==> src/rtl/fsk_dds_wave_send.sv <==
// DDS wave sender: phase accumulator drives the wave ROM address, 2-FSK tuning-word
// select, runtime tuning-word update committed on wrap, and amplitude scaling about midscale.
module fsk_dds_wave_send #(
  parameter int ADDR_W = 8,
  parameter int DATA_W = 8,
  parameter int ACC_W  = 32,
  parameter logic [ACC_W-1:0] FWORD0_INIT = 32'h0100_0000,
  parameter logic [ACC_W-1:0] FWORD1_INIT = 32'h0200_0000
) (
  input  logic              clk,
  input  logic              rst,
  input  logic              en,
  input  logic              fsk_bit,
  input  logic [7:0]        amp,
  input  logic              cfg_valid,
  output logic              cfg_ready,
  input  logic [ACC_W-1:0]  cfg_fword0,
  input  logic [ACC_W-1:0]  cfg_fword1,
  output logic [ADDR_W-1:0] rd_addr,
  input  logic [DATA_W-1:0] rd_data,
  output logic              wrap,
  output logic              da_clk,
  output logic [DATA_W-1:0] da_data
);

  localparam int S_W = DATA_W + 1;
  localparam int P_W = S_W + 9;
  localparam logic [S_W-1:0]        MID_S = S_W'(2 ** (DATA_W - 1));
  localparam logic signed [P_W-1:0] MID_P = P_W'(2 ** (DATA_W - 1));
  localparam logic signed [P_W-1:0] MAX_P = P_W'(2 ** DATA_W - 1);
  localparam logic [DATA_W-1:0]     MID_D = DATA_W'(2 ** (DATA_W - 1));

  logic [ACC_W-1:0] acc;
  logic [ACC_W-1:0] fword0, fword1;
  logic [ACC_W-1:0] shadow0, shadow1;
  logic             pending;
  logic [ACC_W-1:0] fword_sel;
  logic [ACC_W:0]   sum;

  logic signed [S_W-1:0] s;
  logic signed [P_W-1:0] s_ext, a_ext, p, q, r;
  logic [DATA_W-1:0]     sat;

  assign fword_sel = fsk_bit ? fword1 : fword0;
  assign sum       = {1'b0, acc} + {1'b0, fword_sel};
  assign rd_addr   = acc[ACC_W-1 -: ADDR_W];
  assign cfg_ready = ~pending;
  assign da_clk    = ~clk;

  // Offset-binary to signed, gain, then back to offset-binary with clamping.
  assign s     = $signed({1'b0, rd_data} - MID_S);
  assign s_ext = P_W'(s);
  assign a_ext = P_W'($signed({1'b0, amp}));
  assign p     = s_ext * a_ext;
  assign q     = p >>> 8;
  assign r     = q + MID_P;

  always_comb begin
    sat = r[DATA_W-1:0];
    if (r < 0)
      sat = '0;
    else if (r > MAX_P)
      sat = '1;
  end

  always_ff @(posedge clk) begin
    if (rst) begin
      acc     <= '0;
      wrap    <= 1'b0;
      da_data <= MID_D;
      fword0  <= FWORD0_INIT;
      fword1  <= FWORD1_INIT;
      shadow0 <= '0;
      shadow1 <= '0;
      pending <= 1'b0;
    end else begin
      if (en) begin
        acc  <= sum[ACC_W-1:0];
        wrap <= sum[ACC_W];
      end else begin
        wrap <= 1'b0;
      end
      // Commit only at a wrap so the new step starts at a period boundary.
      if (wrap && pending) begin
        fword0  <= shadow0;
        fword1  <= shadow1;
        pending <= 1'b0;
      end else if (cfg_valid && !pending) begin
        shadow0 <= cfg_fword0;
        shadow1 <= cfg_fword1;
        pending <= 1'b1;
      end
      da_data <= sat;
    end
  end

endmodule
==> config.mk <==
export PLATFORM = sky130hd
export DESIGN_NAME = fsk_dds_wave_send
export DESIGN_NICKNAME = d
export VERILOG_FILES = /design/src/rtl/fsk_dds_wave_send.sv
export SDC_FILE = /design/constraint.sdc
export NUM_CORES = 1
export LEC_CHECK = 0
export ABC_AREA = 1
export BUFFER_PORTS_ARGS = -buffer_cell sky130_fd_sc_hd__buf_2
export CORE_UTILIZATION = 51
export CTS_BUF_LIST = sky130_fd_sc_hd__clkbuf_4 sky130_fd_sc_hd__clkbuf_8
export CTS_CLUSTER_SIZE = 25
export DETAILED_ROUTE_END_ITERATION = 6
export PLACE_DENSITY = 0.71
export SLEW_MARGIN = 20
export SYNTH_ARGS = -nofsm -noshare
export SYNTH_HDL_FRONTEND = slang
export SYNTH_SLANG_ARGS = --single-unit
==> constraint.sdc <==
create_clock -name clk -period 15.2 [get_ports clk]
set_clock_uncertainty 0.15 [all_clocks]
set_input_delay 2.28 -clock clk [delete_from_list [all_inputs] [get_ports clk]]
set_output_delay 2.28 -clock clk [all_outputs]
set_load 0.005 [all_outputs]
# --- Word-level counts from Yosys, hierarchy flattened ---
# Index checks and enable logic that the tools add are counted.
word_totals:
  reg_bits: 170
  in_bits: 85
  out_inout_bits: 19
classes:
  addsub: 3
  mul: 1
  order_cmp: 2
  n_mux: 3
  bitwise_logic: 4
  reduce_logical: 7
ops:
  columns: ["op", "count"]
  rows:
  - ["32-bit by 32-bit adder with 33-bit output", 1]
  - ["32-bit 2-to-1 mux", 1]
  - ["9-bit by 9-bit multiplier with 18-bit output", 1]
  - ["8-bit 2-to-1 mux", 2]
  - ["10-bit by 9-bit adder with 11-bit output, second input constant", 1]
  - ["11-bit by 9-bit > comparator with 1-bit output, second input constant", 1]
  - ["11-bit by 1-bit < comparator with 1-bit output, second input constant", 1]
  - ["8-bit by 8-bit subtractor with 9-bit output, second input constant", 1]
  - ["2-bit OR reduction", 3]
  - ["1-bit NOT", 4]
  - ["1-bit logical AND", 2]
  - ["2-bit AND reduction", 1]
  - ["1-bit zero test", 1]

# --- Logic depth before layout (Yosys ltp) ---
# Gate-level depths: netlist (run 1).
depth:
  word_depth: 6
  mapped_depth: 24

==> results of run 1 <==
-- critical path, stage by stage --
cell and delay, ps:
clkbuf_8 200, clkbuf_8 210, inv_1 60, buf_2 100
-- cell type report --
class	count	share of cell area
clock buffers	18	0.0197
multi-input cells	1116	0.531
inverters	258	0.0801
diodes	1	0.000207
flip-flops and latches	170	0.281
clock inverters	16	0.0153
repair buffers	106	0.0446
well taps	275	0.0284
-- kinds of logic (layout without fill, tap and decap cells) --
| kind of cell | count (synthesis) | count (layout) | share of synthesized area |
|---|---|---|---|
| AOI/OAI and AO/OA | 317 | 317 | 0.148 |
| xor gates and xnor gates | 20 | 20 | 0.0157 |
| adders and majority gates | 119 | 119 | 0.171 |
| buffers and inverters | 339 | 398 | 0.119 |
| DFF | 170 | 170 | 0.305 |
| other | 0 | 1 | 0 |
| and+or+nand+nor | 660 | 660 | 0.241 |
-- cell usage in the layout (no fill, tap or decap), types with 3 or more instances in the layout --
cell / n
xor2_1: 14
buf_4: 4
fa_1: 56
clkbuf_8: 17
a21oi_1: 88
o211ai_1: 3
inv_2: 3
a31oi_1: 3
nand3_1: 55
nand2_2: 10
nand2_1: 264
nor3_1: 5
nor2_1: 300
xnor2_1: 6
clkinv_8: 3
o21a_1: 4
buf_2: 103
nor3_2: 4
nand2_4: 3
o21ai_0: 203
a21o_1: 4
ha_1: 63
inv_12: 3
dfxtp_1: 170
inv_6: 7
o21bai_1: 3
inv_1: 255
nand4_1: 9
-- cell usage after synthesis, types with 4 or more instances --
cell type  instances  area, sq um
nand3_1           55          275
o21ai_0          203         1020
xnor2_1            6         52.6
xor2_1            14          123
fa_1              56         1120
buf_4             10         75.1
nor3_1             5         25.0
nor3_2             4         40.0
nand4_1            9         56.3
o21a_1             4         30.0
dfxtp_1          170         3400
ha_1              63          788
a21oi_1           88          440
inv_1            256          961
nand2_2            9         56.3
a21o_1             4         30.0
clkbuf_1          65          244
nor2_1           301         1130
nand2_1          265          995
-- report_power, final --
| group | switching (W) | internal (W) | total, W |
|---|---|---|---|
| Sequential | 0.0000109 | 0.000474 | 0.000485 |
| Clock | 0.000205 | 0.000131 | 0.000337 |
| Combinational | 0.000431 | 0.000243 | 0.000674 |
| Total | 0.000647 | 0.000849 | 0.00150 |
-- registers in the layout, indices dropped and copies added, names as in the netlist --
register,cells
fword0,32
fword1,32
shadow0,32
shadow1,32
acc,32
wrap,1
pending,1
da_data,8
-- how the worst min path moves through the flow --
stage	depth (start not counted)	endpoint	slack, ps	start
CTS	2	fword0[25]	310	fword0[25]
floorplan	2	fword1[25]	270	shadow1[25]
finish	2	fword0[29]	300	fword0[29]
global route	2	fword0[29]	320	fword0[29]
detailed placement	2	fword0[16]	290	fword0[16]
global placement	2	fword0[12]	280	fword0[12]
-- per-stage QoR --
| step | power, W | instances | area [sq um] | utilization |
|---|---|---|---|---|
| 2_1_floorplan | 0.00102 | 1625 | 11200 | - |
| 3_3_place_gp | 0.00117 | 1927 | 11700 | 0.551 |
| 3_5_place_dp | 0.00117 | 1927 | 11700 | 0.551 |
| 4_1_cts | 0.00151 | 1959 | 12100 | 0.571 |
| 5_1_grt | 0.00163 | 1959 | 12100 | 0.571 |
| 6_report | 0.00150 | 1960 | 12100 | 0.571 |
-- metal layers --
metal | track usage | wire length, um | vias to the layer above | share of wire
li1 | - | - | 5160 | -
met1 | 0.337 | 12800 | 4499 | 0.49
met2 | 0.380 | 11400 | 233 | 0.44
met3 | 0.0357 | 1180 | 34 | 0.046
met4 | 0.0808 | 523 | 0 | 0.020
met5 | 0 | 0 | - | 0
==> results.py, run 1 <==
metrics = {
    "cts": {
        "ctsHtreeMaxLevel": 4,
        "clock_latency_ps": 470,
        "ctsHoldBuffers": 0,
        "cts_tree": "built",
        "cts_buffer_depth": 2,
        "cts-root-buf": "clkbuf_8",
        "cts_resized": 0,
        "numCtsBuffers": 17,
        "cts_setup_buffers": 0,
        "clk_pin_slew_worst_paths_ps": 100,
    },
    "synth": {
        "syn-num-nets": 1829,
        "synth_cell_types": 39,
        "synth_cells": 1625,
        "yosys_register_bits": 170,
        "yosys_warnings": 0,
        "synthArstFlopShare": 0,
        "ys_seq_area_frac": 0.305,
        "synthFlopType": "dfxtp_1",
        "syn_area_per_cell_sq_um": 6.86,
        "syn_area_sq_um": 11200,
        "synth_edf_count": 0,
    },
    "floorplan": {
        "die_area_sq_um": 22500,
        "die_w_um": 150,
        "rows": 53,
        "core-area_sq_um": 21200,
        "die_h_um": 150,
        "start_util": 0.526,
        "io_pins": 104,
    },
    "run_status": {
        "status": "complete, no violations",
    },
    "worst_setup_path": {
        "r2r_cells": 15,
        "required_ps": 12770,
        "crit_start": "clk",
        "crit_path_end_kind": "primary output",
        "worstSetupPathType": "clk2out",
        "worst_setup_path_start_kind": "clock port",
        "arrival_ps": 8160,
        "r2r_end": "acc[28]",
        "rr_startpoint": "fword0[0]",
        "crit_fanout": 20,
        "endpoint": "da_clk",
        "r2r_slack_ps": 12390,
    },
    "placement": {
        "dp_hpwl_um": 19400,
        "gp_congestion": 0.978,
        "port_buffers": 103,
        "pre_cts_ws_ps": 5050,
    },
    "cells_and_area": {
        "multi_input_area_sq_um": 6430,
        "final_nets": 1875,
        "fill_cells": 2165,
        "area_growth_pct": 8.59,
        "drive_above_1_share": 0.101,
        "seq_area_sq_um": 3400,
    },
    "global_routing": {
        "grt_start_max_net_pins": 108,
        "grt_use_total": 0.241,
        "grt_first_pass_wirelength_um": 43400,
        "grt-ovfl-total": 0,
        "grt_antenna_before_repair": 1,
        "grt_pass1_vias": 9254,
    },
    "sta": {
        "setup_slack_ps": 4610,
        "hold_viol_final": 0,
        "worst_pin_slew_ps": 1040,
        "timing.hold.ws_ps": 302,
        "rsz0062_at_grt": "no",
        "relSlewSlack": 0.308,
        "finalSetupTns_ps": 0,
        "setup_viol": 0,
        "slew_violations": 0,
    },
    "detailed_routing": {
        "wirelength_um": 25800,
        "viasPerCell": 5.06,
        "wl_per_cell_um": 13.2,
        "drt-initial-drc-count": 632,
        "first_pass_iters": 5,
        "vias": 9926,
        "antenna_left": 0,
        "route.detailed.drc": 0,
    },
    "min_path": {
        "hp-class": "reg2reg",
    },
    "run": {
        "drv_cap": 0,
    },
    "power_and_ir_drop": {
        "p_per_area_nw_per_um2": 123,
        "p_leak_nw": 6.07,
        "vdd_drop_max_mv": 0.0786,
    },
}
Note: power is estimated with default switching activity, not from simulation.
==> run 2, diff against run 1 <==
==> constraint.sdc (replaced) <==
create_clock -name clk -period 10.65 [get_ports clk]
set_clock_uncertainty 0.15 [all_clocks]
set_input_delay 1.5975 -clock clk [delete_from_list [all_inputs] [get_ports clk]]
set_output_delay 1.5975 -clock clk [all_outputs]
set_load 0.005 [all_outputs]
==> results.py, run 2 (synthesis results as in run 1) <==
metrics = {
    "detailed_routing": {
        "wl_per_cell_um": 13.2,
        "wirelength_um": 25800,
        "viasPerCell": 5.07,
        "antenna_left": 0,
        "drt-initial-drc-count": 547,
        "first_pass_iters": 5,
        "route.detailed.drc": 0,
        "vias": 9936,
    },
    "placement": {
        "port_buffers": 103,
        "gp_congestion": 0.977,
        "dp_hpwl_um": 19400,
        "dp_cells": 1927,
    },
    "worst_setup_path": {
        "r2r_end": "acc[30]",
        "r2r_slack_ps": 7850,
        "rr_startpoint": "fword0[0]",
        "arrival_ps": 5900,
        "crit_path_end_kind": "primary output",
        "required_ps": 8900,
        "worstSetupPathType": "clk2out",
        "worst_setup_path_start_kind": "clock port",
        "crit_fanout": 20,
        "r2r_cells": 15,
    },
    "min_path": {
        "hp-class": "reg2reg",
        "whs_path_depth": 2,
        "worstHoldStart": "fword0[17]",
        "holdPathEnd": "fword0[17]",
    },
    "cells_and_area": {
        "seq_area_sq_um": 3400,
        "final_nets": 1875,
        "final_cell_mix": "nor2_1 (300), nand2_1 (264), inv_1 (255)",
        "final_common_cell": "nor2_1",
        "area_growth_pct": 8.64,
        "drive_above_1_share": 0.101,
        "final_cells": 1960,
        "fill_cells": 2159,
        "multi_input_area_sq_um": 6430,
    },
    "floorplan": {
        "die_w_um": 150,
        "die_area_sq_um": 22500,
        "core-area_sq_um": 21200,
        "start_util": 0.526,
        "rows": 53,
        "die_h_um": 150,
        "io_pins": 104,
    },
    "power_and_ir_drop": {
        "p_per_area_nw_per_um2": 176,
        "p_leak_nw": 6.08,
        "vdd_drop_max_mv": 0.102,
    },
    "sta": {
        "relSlewSlack": 0.306,
        "setup_viol": 0,
        "finalSetupTns_ps": 0,
        "worst_pin_slew_ps": 1040,
        "hold_viol_final": 0,
        "slew_violations": 0,
        "rsz0062_at_grt": "no",
        "timing.hold.ws_ps": 301,
    },
    "global_routing": {
        "grt-ovfl-total": 0,
        "grt_first_pass_wirelength_um": 42900,
        "grt_pass1_vias": 9241,
        "grt_antenna_before_repair": 1,
        "grt_use_total": 0.239,
        "grt_start_max_net_pins": 108,
    },
    "cts": {
        "clock_latency_ps": 470,
        "cts_resized": 0,
        "ctsHoldBuffers": 0,
        "cts-root-buf": "clkbuf_8",
        "ctsHtreeMaxLevel": 4,
        "cts_tree": "built",
        "numCtsBuffers": 17,
        "clk_pin_slew_worst_paths_ps": 100,
        "cts_setup_buffers": 0,
        "cts_buffer_depth": 2,
    },
    "run": {
        "drv_cap": 0,
    },
    "run_status": {
        "status": "complete, no violations",
    },
}
run 2: cell types whose count changed in the layout (fill, tap and decap cells not counted):
cell and delta:
inv_6 -2, inv_8 +2, clkinv_8 +1, inv_12 -1
run 2: metal layers:
layer / up-vias / share of wire / track usage
met5: - / 0 / 0
met4: 0 / 0.021 / 0.0864
met3: 42 / 0.043 / 0.0302
met2: 239 / 0.44 / 0.380
met1: 4500 / 0.50 / 0.332
li1: 5155 / - / -
run 2: worst max-delay path by stage:
stage | depth (start not counted) | to | slack [ps] | from
2_1_floorplan | 1 | da_clk | 3530 | clk
3_3_place_gp | 2 | da_clk | 3460 | clk
3_5_place_dp | 2 | da_clk | 3460 | clk
4_1_cts | 4 | da_clk | 2980 | clk
5_1_grt | 4 | da_clk | 2980 | clk
6_report | 4 | da_clk | 3010 | clk
run 2: where the power goes:
group          internal, W  switching [W]  leakage (nW)
logic             0.000346       0.000614          4.46
clock network     0.000188       0.000292         0.221
registers         0.000677      0.0000154          1.39
total              0.00121       0.000922          6.08
run 2: cell type report:
type	instances	share of cell area
multi-input combinational	1116	0.531
sequential	170	0.281
inverter	258	0.0800
timing repair buffer	106	0.0446
tap	275	0.0284
clock buffer	18	0.0197
clock inverter	16	0.0157
antenna	1	0.000207
run 2: stage by stage:
| step | cell area [sq um] | util | setup slack [ps] | total power, W |
|---|---|---|---|---|
| 6_report | 12100 | 0.571 | 3010 | 0.00213 |
| 3_5_place_dp | 11700 | 0.551 | 3460 | 0.00167 |
| 4_1_cts | 12100 | 0.571 | 2980 | 0.00215 |
| 3_3_place_gp | 11700 | 0.551 | 3460 | 0.00166 |
| 5_1_grt | 12100 | 0.571 | 2980 | 0.00232 |
| 2_1_floorplan | 11200 | - | 3530 | 0.00145 |
run 2: critical path, cell delays in order:
cell,delay (ps)
clkbuf_8,200
clkbuf_8,210
inv_1,60
buf_2,100
